==> config.mk <==
export PLATFORM = sky130hd
export DESIGN_NAME = regfile_write_sched_flat
export DESIGN_NICKNAME = d
export VERILOG_FILES = /design/src/rtl/regfile_write_sched_pkg.sv /design/src/rtl/regfile_write_sched_if.sv /design/src/rtl/regfile_write_sched_fifo.sv /design/src/rtl/regfile_write_sched.sv /design/src/flat_wrapper.sv
export SDC_FILE = /design/constraint.sdc
export NUM_CORES = 1
export LEC_CHECK = 0
export ABC_CLOCK_PERIOD_IN_PS = 5380
export CAP_MARGIN = 10
export CORE_MARGIN = 4
export CORE_UTILIZATION = 45
export DETAILED_ROUTE_END_ITERATION = 8
export HOLD_SLACK_MARGIN = 0.1
export MAX_ROUTING_LAYER = met4
export PLACE_DENSITY = 0.77
export RECOVER_POWER = 50
export SLEW_MARGIN = 10
export SYNTH_ARGS = -nofsm -noshare
export SYNTH_HDL_FRONTEND = slang
export SYNTH_SLANG_ARGS = --single-unit
==> constraint.sdc <==
create_clock -name clock -period 5.38 [get_ports clock]
set_clock_uncertainty 0.2 [all_clocks]
set_input_delay 1.076 -clock clock [delete_from_list [all_inputs] [get_ports clock]]
set_output_delay 1.076 -clock clock [all_outputs]
set_load 0.03 [all_outputs]
==> src/rtl/regfile_write_sched_pkg.sv <==
// rtl/regfile_write_sched_pkg.sv - shared constants and write-request type for the register-file write scheduler
// Contents: REG_AW / REG_DW register-file geometry, ZERO_REG hard-wired register index,
//           wr_req_t queued writeback {addr, data}.
package regfile_pkg;

    localparam int REG_AW   = 3;
    localparam int REG_DW   = 16;
    localparam int ZERO_REG = 0;

    typedef struct packed {
        logic [REG_AW-1:0] addr;
        logic [REG_DW-1:0] data;
    } wr_req_t;

endpackage

==> src/rtl/regfile_write_sched_if.sv <==
// rtl/regfile_write_sched_if.sv - producer, flush and register-file write bus of the write scheduler
// Signals: a_* ALU writeback handshake, b_* load writeback handshake, flush,
//          rf_we/rf_wr/rf_wd registered write port, pending per-register mask, count queue occupancy.
// Modports: master drives the producers and flush, slave is the scheduler.
interface regfile_write_sched_if #(
    parameter int DEPTH = 4,
    parameter int AW    = 3,
    parameter int DW    = 16
);
    localparam int CW = $clog2(DEPTH) + 1;

    logic          a_valid;
    logic          a_ready;
    logic [AW-1:0] a_addr;
    logic [DW-1:0] a_data;
    logic          b_valid;
    logic          b_ready;
    logic [AW-1:0] b_addr;
    logic [DW-1:0] b_data;
    logic          flush;
    logic          rf_we;
    logic [AW-1:0] rf_wr;
    logic [DW-1:0] rf_wd;
    logic [(1<<AW)-1:0] pending;
    logic [CW-1:0] count;

    modport master (
        output a_valid, a_addr, a_data,
        output b_valid, b_addr, b_data,
        output flush,
        input  a_ready, b_ready,
        input  rf_we, rf_wr, rf_wd, pending, count
    );

    modport slave (
        input  a_valid, a_addr, a_data,
        input  b_valid, b_addr, b_data,
        input  flush,
        output a_ready, b_ready,
        output rf_we, rf_wr, rf_wd, pending, count
    );

endinterface

==> src/rtl/regfile_write_sched_fifo.sv <==
// rtl/regfile_write_sched_fifo.sv - dual-push / single-pop in-order queue of register writebacks
// Ports: clock, reset_n (async active-low), flush (sync clear),
//        push0/data0 older push, push1/data1 younger push, pop, head (entry at read pointer),
//        count occupancy, entries/valid raw storage for the pending decode.
module sched_fifo
    import regfile_pkg::*;
#(
    parameter int DEPTH = 4
) (
    input  logic                       clock,
    input  logic                       reset_n,
    input  logic                       flush,
    input  logic                       push0,
    input  wr_req_t                    data0,
    input  logic                       push1,
    input  wr_req_t                    data1,
    input  logic                       pop,
    output wr_req_t                    head,
    output logic [$clog2(DEPTH):0]     count,
    output wr_req_t                    entries [DEPTH],
    output logic [DEPTH-1:0]           valid
);

    localparam int PW = $clog2(DEPTH);
    localparam int CW = PW + 1;

    logic [PW-1:0]    wptr;
    logic [PW-1:0]    rptr;
    logic [PW-1:0]    wptr_n1;
    logic [DEPTH-1:0] valid_nxt;

    assign wptr_n1 = wptr + PW'(1);
    assign head    = entries[rptr];

    // A lone push1 takes the first free slot; with both, push0 lands first so it issues first.
    always_ff @(posedge clock) begin
        if (!flush) begin
            if (push0) begin
                entries[wptr] <= data0;
            end else if (push1) begin
                entries[wptr] <= data1;
            end
            if (push0 && push1) begin
                entries[wptr_n1] <= data1;
            end
        end
    end

    // Pop clears before pushes set: a slot being pushed is never the one being popped,
    // because a full queue accepts no pushes and an empty one does not pop.
    always_comb begin
        valid_nxt = valid;
        if (pop) begin
            valid_nxt[rptr] = 1'b0;
        end
        if (push0 || push1) begin
            valid_nxt[wptr] = 1'b1;
        end
        if (push0 && push1) begin
            valid_nxt[wptr_n1] = 1'b1;
        end
        if (flush) begin
            valid_nxt = '0;
        end
    end

    always_ff @(posedge clock or negedge reset_n) begin
        if (!reset_n) begin
            wptr  <= '0;
            rptr  <= '0;
            count <= '0;
            valid <= '0;
        end else if (flush) begin
            wptr  <= '0;
            rptr  <= '0;
            count <= '0;
            valid <= '0;
        end else begin
            wptr  <= wptr + PW'(push0) + PW'(push1);
            rptr  <= rptr + PW'(pop);
            count <= count + CW'(push0) + CW'(push1) - CW'(pop);
            valid <= valid_nxt;
        end
    end

endmodule

==> src/rtl/regfile_write_sched.sv <==
// rtl/regfile_write_sched.sv - two-producer write-port scheduler for the 8 x 16 register file
// Ports: clock, reset_n (async active-low), bus (slave modport): a_*/b_* writeback handshakes,
//        flush, registered rf_we/rf_wr/rf_wd write port, pending mask, count occupancy.
module regfile_write_sched
    import regfile_pkg::*;
#(
    parameter int DEPTH = 4,
    parameter int AW    = REG_AW,
    parameter int DW    = REG_DW
) (
    input  logic                  clock,
    input  logic                  reset_n,
    regfile_write_sched_if.slave  bus
);

    localparam int CW = $clog2(DEPTH) + 1;
    localparam int NR = 1 << AW;

    logic [CW-1:0]    count;
    logic [CW-1:0]    free;
    logic             a_zero;
    logic             b_zero;
    logic             a_rdy;
    logic             b_rdy;
    logic             push_a;
    logic             push_b;
    logic             pop;
    wr_req_t          req_a;
    wr_req_t          req_b;
    wr_req_t          head;
    wr_req_t          entries [DEPTH];
    logic [DEPTH-1:0] valid;
    logic             rf_we;
    logic [AW-1:0]    rf_wr;
    logic [DW-1:0]    rf_wd;
    logic [NR-1:0]    pend;

    // Free space is taken before this cycle's pop, so a slot vacated now opens next cycle.
    assign free   = CW'(DEPTH) - count;
    assign a_zero = (bus.a_addr == AW'(ZERO_REG));
    assign b_zero = (bus.b_addr == AW'(ZERO_REG));

    // Register 0 writes are swallowed without using a slot. A claims the last slot over B.
    assign a_rdy  = !bus.flush && (a_zero || (free >= CW'(1)));
    assign b_rdy  = !bus.flush && (b_zero || (free >= CW'(2)) ||
                                   ((free == CW'(1)) && !bus.a_valid));

    assign push_a = bus.a_valid && a_rdy && !a_zero;
    assign push_b = bus.b_valid && b_rdy && !b_zero;
    assign pop    = (count != '0) && !bus.flush;

    assign req_a  = '{addr: REG_AW'(bus.a_addr), data: REG_DW'(bus.a_data)};
    assign req_b  = '{addr: REG_AW'(bus.b_addr), data: REG_DW'(bus.b_data)};

    sched_fifo #(
        .DEPTH (DEPTH)
    ) u_fifo (
        .clock   (clock),
        .reset_n (reset_n),
        .flush   (bus.flush),
        .push0   (push_a),
        .data0   (req_a),
        .push1   (push_b),
        .data1   (req_b),
        .pop     (pop),
        .head    (head),
        .count   (count),
        .entries (entries),
        .valid   (valid)
    );

    // Address/data hold their last value when idle; only the enable drops.
    always_ff @(posedge clock or negedge reset_n) begin
        if (!reset_n) begin
            rf_we <= 1'b0;
            rf_wr <= '0;
            rf_wd <= '0;
        end else begin
            rf_we <= pop;
            if (pop) begin
                rf_wr <= AW'(head.addr);
                rf_wd <= DW'(head.data);
            end
        end
    end

    always_comb begin
        pend = '0;
        for (int i = 0; i < DEPTH; i++) begin
            if (valid[i]) begin
                pend = pend | (NR'(1) << entries[i].addr);
            end
        end
        if (rf_we) begin
            pend = pend | (NR'(1) << rf_wr);
        end
    end

    assign bus.a_ready = a_rdy;
    assign bus.b_ready = b_rdy;
    assign bus.rf_we   = rf_we;
    assign bus.rf_wr   = rf_wr;
    assign bus.rf_wd   = rf_wd;
    assign bus.pending = pend;
    assign bus.count   = count;

endmodule

==> src/flat_wrapper.sv <==
// flat-port wrapper written by rule: the top's interface ports become plain ports
module regfile_write_sched_flat import regfile_pkg::*;
#(
    parameter int DEPTH = 4,
    parameter int AW    = REG_AW,
    parameter int DW    = REG_DW
)
  (clock, reset_n, bus_a_valid, bus_a_addr, bus_a_data, bus_b_valid, bus_b_addr, bus_b_data, bus_flush, bus_a_ready, bus_b_ready, bus_rf_we, bus_rf_wr, bus_rf_wd, bus_pending, bus_count);
  regfile_write_sched_if #(.DEPTH(DEPTH), .AW(AW), .DW(DW)) bus_i ();
  input  logic clock;
  input  logic reset_n;
  input wire logic [$bits(bus_i.a_valid)-1:0] bus_a_valid;
  input wire logic [$bits(bus_i.a_addr)-1:0] bus_a_addr;
  input wire logic [$bits(bus_i.a_data)-1:0] bus_a_data;
  input wire logic [$bits(bus_i.b_valid)-1:0] bus_b_valid;
  input wire logic [$bits(bus_i.b_addr)-1:0] bus_b_addr;
  input wire logic [$bits(bus_i.b_data)-1:0] bus_b_data;
  input wire logic [$bits(bus_i.flush)-1:0] bus_flush;
  output wire logic [$bits(bus_i.a_ready)-1:0] bus_a_ready;
  output wire logic [$bits(bus_i.b_ready)-1:0] bus_b_ready;
  output wire logic [$bits(bus_i.rf_we)-1:0] bus_rf_we;
  output wire logic [$bits(bus_i.rf_wr)-1:0] bus_rf_wr;
  output wire logic [$bits(bus_i.rf_wd)-1:0] bus_rf_wd;
  output wire logic [$bits(bus_i.pending)-1:0] bus_pending;
  output wire logic [$bits(bus_i.count)-1:0] bus_count;
  assign bus_i.a_valid = bus_a_valid;
  assign bus_i.a_addr = bus_a_addr;
  assign bus_i.a_data = bus_a_data;
  assign bus_i.b_valid = bus_b_valid;
  assign bus_i.b_addr = bus_b_addr;
  assign bus_i.b_data = bus_b_data;
  assign bus_i.flush = bus_flush;
  assign bus_a_ready = bus_i.a_ready;
  assign bus_b_ready = bus_i.b_ready;
  assign bus_rf_we = bus_i.rf_we;
  assign bus_rf_wr = bus_i.rf_wr;
  assign bus_rf_wd = bus_i.rf_wd;
  assign bus_pending = bus_i.pending;
  assign bus_count = bus_i.count;
  regfile_write_sched #(.DEPTH(DEPTH), .AW(AW), .DW(DW)) u_core (.clock(clock), .reset_n(reset_n), .bus(bus_i));
endmodule
; ---- Yosys cells after proc, flatten, opt, wreduce, memory -nomap -nowiden
; Index checks and enable logic that the tools add are counted.
[totals]
reg_bits = 107
inputBits = 43
output_inout_bits = 33
[op_classes]
n_addsub = 8
order_cmp = 13
n_eq_ne = 1
shift = 5
n_mux = 32
n_bitwise = 11
n_reduce_logical = 25
[op_table]
columns = op, count
row1 = $mux W76, 4
row2 = $bwmux W76, 3
row3 = $demux W19 S2, 2
row4 = $mux W19, 4
row5 = $mux W8, 5
row6 = $shl A1 B3 Y8 const A, 5
row7 = $bmux W19 S2, 1
row8 = $or A8 B8 Y8, 4
row9 = $mux W4, 4
row10 = $logic_and A1 B1 Y1, 14
row11 = $ge A3 B3 Y1 const B, 3
row12 = $lt A2 B3 Y1 const B, 3
row13 = $not A2 Y3, 3
row14 = $or A4 B4 Y4, 2
row15 = $add A2 B1 Y2, 3
row16 = $add A3 B1 Y3, 2
row17 = $demux W1 S2, 3
row18 = $ge A2 B1 Y1 const B, 3
row19 = $logic_not A3 Y1, 2
row20 = $lt A3 B1 Y1 const B, 2
row21 = $and A4 B4 Y4, 1
row22 = $logic_not A1 Y1, 4
row23 = $logic_or A1 B1 Y1, 4
row24 = $mux W2, 2
row25 = 10 further kinds, 12

; ---- Depth between registers and ports, before layout
[logic_depth]
ltp_word = 12
depth_mapped = 15
ltp_nobuf = 13

; ---- Modules after synthesis
; From an unflattened synthesis, not the netlist that was laid out.
[hier_totals]
hier_cells = 499
hier_area_um2 = 6296.0
[modules_own_cells]
columns = mod, instances, cells_each, area_per_inst_um2
row1 = sched_fifo, 1, 380, 4954.8
row2 = regfile_write_sched, 1, 119, 1341.3

; ---- Worst setup path after synthesis
; Ideal clock, no wire load.
[synth_path]
path_kind = register to register
start = reg u_core.u_fifo.count[0]
end = reg u_core.u_fifo.count[2]
arrival_time_ns = 3.315
required_time_ns = 5.048
setup_slack_ns = 1.733
path_stages_with_launch = 16
path_buffers = 2
cell_sequence = dfrtp_1 > inv_1 > ha_1 > ha_1 > nor3b_1 > a211oi_2 > inv_1 > buf_2 > buf_2 > ha_1 > xnor2_1 > ha_1 > nor2_1 > fa_1 > xnor2_1 > nor2_1
[synth_between]
elab_chain_len = 10
word_cells_on_any_way = 20
cone_classes = add/sub (4) / order compare (2) / eq/ne (1) / mux (1) / reduce/logical (12)
[synth_rtl]
columns = element, line_no
row1 = "start, declared", regfile_write_sched_fifo.sv:19  ; output logic [$clog2(DEPTH):0] count,
row2 = "start signal, assigned", regfile_write_sched_fifo.sv:81  ; count <= count + CW'(push0) + CW'(push1) - CW'(pop);
row3 = $sub A3 B3 Y3, regfile_write_sched.sv:39  ; assign free = CW'(DEPTH) - count;
row4 = $ge A3 B1 Y1 (tied with other cells), regfile_write_sched.sv:44  ; assign a_rdy = !bus.flush && (a_zero || (free >= CW'(1)));
row5 = $logic_or A1 B1 Y1 (tied with other cells), regfile_write_sched.sv:44
row6 = $logic_and A1 B1 Y1 or $logic_or A1 B1 Y1 (tied branches), "regfile_write_sched.sv:44, regfile_write_sched.sv:45"
row7 = "$logic_and A1 B1 Y1, on equally long branches", "regfile_write_sched.sv:48, regfile_write_sched.sv:45"
row8 = "$logic_and A1 B1 Y1, on equally long branches", "regfile_write_sched.sv:48, regfile_write_sched.sv:49"
row9 = $add A3 B1 Y3 or $logic_and A1 B1 Y1 (tied branches), "regfile_write_sched_fifo.sv:81, regfile_write_sched.sv:49"
row10 = $add A3 B1 Y3, regfile_write_sched_fifo.sv:81
row11 = $sub A3 B1 Y3 (*), regfile_write_sched_fifo.sv:81
row12 = $mux W3 (*), regfile_write_sched_fifo.sv:73  ; end else if (flush) begin
; Every way passes the cells marked *; elsewhere a longest branch is shown, timed or not.
; A chain may end at the register's enable or synchronous reset.

; ---- Final worst setup path
[layout_path]
start = in bus_flush
end = reg u_core.u_fifo.count[2]
[layout_between]
elab_chain_len = 8
word_cells_on_any_way = 12
cone_classes = add/sub (3) / mux (1) / reduce/logical (8)
[layout_rtl]
columns = element, line_no
row1 = "start, declared", flat_wrapper.sv:18  ; input wire logic [$bits(bus_i.flush)-1:0] bus_flush;
row2 = $logic_not A1 Y1, "regfile_write_sched.sv:44, regfile_write_sched.sv:45, regfile_write_sched.sv:50"
row3 = $logic_and A1 B1 Y1, regfile_write_sched.sv:44
row4 = $logic_and A1 B1 Y1 (2 in a row), regfile_write_sched.sv:48  ; assign push_a = bus.a_valid && a_rdy && !a_zero;
row5 = $add A3 B1 Y3 (2 in a row), regfile_write_sched_fifo.sv:81
row6 = $sub A3 B1 Y3, regfile_write_sched_fifo.sv:81
row7 = $mux W3 (*), regfile_write_sched_fifo.sv:73
; Marks and branches as above.

==> metrics <==
CP peak stage delay=610 ps; drt drc=0; count leader, synth=edfxtp_1; status=complete, but fails checks; Post-CTS Resized=0; dominant cell type by area after synthesis=edfxtp_1; # diodes=0; Synth cell types=68; total power=3.77 mW; Critical Path RT=5390 ps; top cell type's share of synthesized area=0.342; Row Count=44; Detailed Place HPWL=14200 um; vias in the first global route=5691; Final setup viols=0; PD cells=479 mW/mm^2; Initial Util=0.459; clk_lat worst skew=350 ps; post-synthesis sequential area ratio=0.458; Port-buffer cells=75; Crit-path slowest cell=clkbuf_1; clock slew at reported path FFs=70 ps; final WL=20700 um; Critical Path Fanout Max=21; CP Class=input port to flop; Rel. slew slack=-0.366; yosys synthesis warning count=0; register bit total from synthesis=107; via-per-instance ratio=6.91; DIE AREA=0.0168 sq mm; Post-CTS Setup Inserts=0; core area=0.0145 sq mm; Max Cap Viol=2; Avg Synthesized Cell Area=10.9 sq um; Primary FF master, synth=edfxtp_1; synth cell count leaders=edfxtp_1, nor2_1, o21ai_0; Worst Path Buf+Inv=4; RSZ-0062 raised after global routing=no; crit end category=flop; Post-synth EDFFs=76; Setup TNS=0 ps; failing checks=max-capacitance violations, max-slew violations; Iteration-0 DRC Markers=1074; first-pass GRT wire length=32300 um; Vias=5982; GRT Util Overall=0.256; area grow syn2layout=17.8%; CTS root buf=clkbuf_16; share of layout cells above drive strength 1=0.128; RD Place Congestion=0.899; Leak=2.77 nW; Cell Area, Synth=0.00668 sq mm; CTS tree=yes; Die X=130 um; Tcrit/Tclk final=0.806; Post-Syn Nets=664; Startpoint Class=input port; routed len/inst=23.9 um; CTS Buf Count=9; Die Height=130 um; Synth area leaders=edfxtp_1, dfrtp_1, mux4_2, mux2_2, a221o_1; DRT Pass-1 Iters=7; Hold Crit Class=flop to flop; CTS max path bufs=2; crit-path cells=dlygate4sd3_1 > clkbuf_1 > a211oi_2 > buf_4 > inv_1 > ha_1 > xnor2_1 > ha_1 > nor2_1 > fa_1 > xnor2_1 > nor2_1; worst slew pin tran=2050 ps; Worst VDD drop=202 uV; initial antenna violation count=0; # IOs=76; Post-CTS Hold Buffers=0; Post-DRT Antenna Nets=0; Crit path max-delay family=buffers and inverters; Final Hold Viols=0; # nets final=729; worst path arrival time=4350 ps; Synth Instances=612; Max Clk Rate=231 MHz; crit path time final=4340 ps; CTS HTree Levels=3; max-slew violation total from the final report=54; Clock Sinks=107; grt total ovfl=0; largest net degree at the start of global routing=39; Post-synth ARST share=0.290
==> metrics by stage <==
| stage | instance area [sq um] | hold WS, ps | cells | setup WS [ps] | util |
|---|---|---|---|---|---|
| 2_1_floorplan | 6680 | 345 | 612 | 1730 | - |
| 3_5_place_dp | 7610 | 298 | 850 | 1040 | 0.524 |
| 6_report | 7860 | 302 | 866 | 1040 | 0.541 |
| 3_3_place_gp | 7610 | 293 | 850 | 1140 | 0.524 |
| 4_1_cts | 7880 | 314 | 866 | 1130 | 0.542 |
| 5_1_grt | 7860 | 316 | 866 | 878 | 0.541 |
==> layout by cell type, fill, tap and decap left out, types with 10 or more instances in the layout <==
cell             synthesis  final
edfxtp_1                76     76
clkdlybuf4s50_1          0     50
nor2_1                  47     47
o21ai_0                 39     39
dfrtp_1                 31     31
inv_1                   30     30
nand2_1                 30     30
mux2_2                  26     26
a221o_1                 25     25
dlygate4sd3_1            0     24
a21oi_1                 23     23
nand3_1                 20     20
mux4_2                  19     19
nor3_1                  16     16
nor2b_1                 14     14
buf_4                    2     14
nand4_1                 13     13
and2_1                  13     13
a31oi_1                 12     12
a32oi_1                 10     10
o2bb2ai_1               10     10
==> logic make-up (layout without fill, tap and decap cells) <==
logic type | count (synthesis) | after routing | synth area share
mux | 50 | 50 | 0.115
fa+ha+maj | 10 | 10 | 0.0208
simple gates | 182 | 182 | 0.145
compound gates | 188 | 188 | 0.208
buf+inv | 69 | 139 | 0.0435
xor+xnor | 6 | 6 | 0.00900
flops | 107 | 107 | 0.458
==> worst paths after layout <==
check / start / to / slack, ps / cells past startpoint
worst max-delay path: bus_flush / u_core.u_fifo.count[2] / 1040 / 12
worst min-delay path: u_core.bus.rf_wd[14] / u_core.bus.rf_wd[14] / 300 / 1
worst max register to register: u_core.u_fifo.count[0] / u_core.u_fifo.entries[5] / 1470 / 9
worst min register to register: u_core.bus.rf_wd[14] / u_core.bus.rf_wd[14] / 300 / 1
max in group asynchronous: reset_n / u_core.bus.rf_wd[14] / 2700 / 1
min in group asynchronous: reset_n / u_core.bus.rf_wd[7] / 1100 / 1
==> registers in the layout, summed over array words and instances, names as in the netlist <==
signal and flops:
u_core.bus.rf_wd 16, u_core.bus.rf_we 1, u_core.bus.rf_wr 3, u_core.u_fifo.count 3, u_core.u_fifo.entries 76, u_core.u_fifo.rptr 2, u_core.u_fifo.valid 4, u_core.u_fifo.wptr 2
==> layer usage <==
metal	GRT usage	vias to the layer above	share of wire
met1	0.354	2940	0.41
li1	-	2558	-
met2	0.382	430	0.46
met5	-	-	0
met3	0.0561	54	0.10
met4	0.0782	0	0.026
==> power breakdown <==
part           switching [mW]  internal [mW]
Combinational           0.978          0.765
Sequential              0.239           1.17
Clock                   0.303          0.310
Total                    1.52           2.25
==> worst reg2reg max path: stages, from the launching register on <==
cell	delay, ps
dfrtp_1	480
inv_1	110
ha_1	210
ha_1	300
nor4b_4	640
nor3_4	190
buf_4	260
xnor2_2	180
nor3b_4	920
a221o_1	290
==> final cells by class <==
type | instances | area, sq um
Fill cell | 1281 | 6670
Multi-Input combinational cell | 436 | 3330
Sequential cell | 107 | 3060
Timing Repair Buffer | 92 | 861
Tap cell | 184 | 230
Clock buffer | 10 | 229
Inverter | 31 | 116
Clock inverter | 6 | 32.5
No activity file was read; power rests on OpenSTA's default activity.
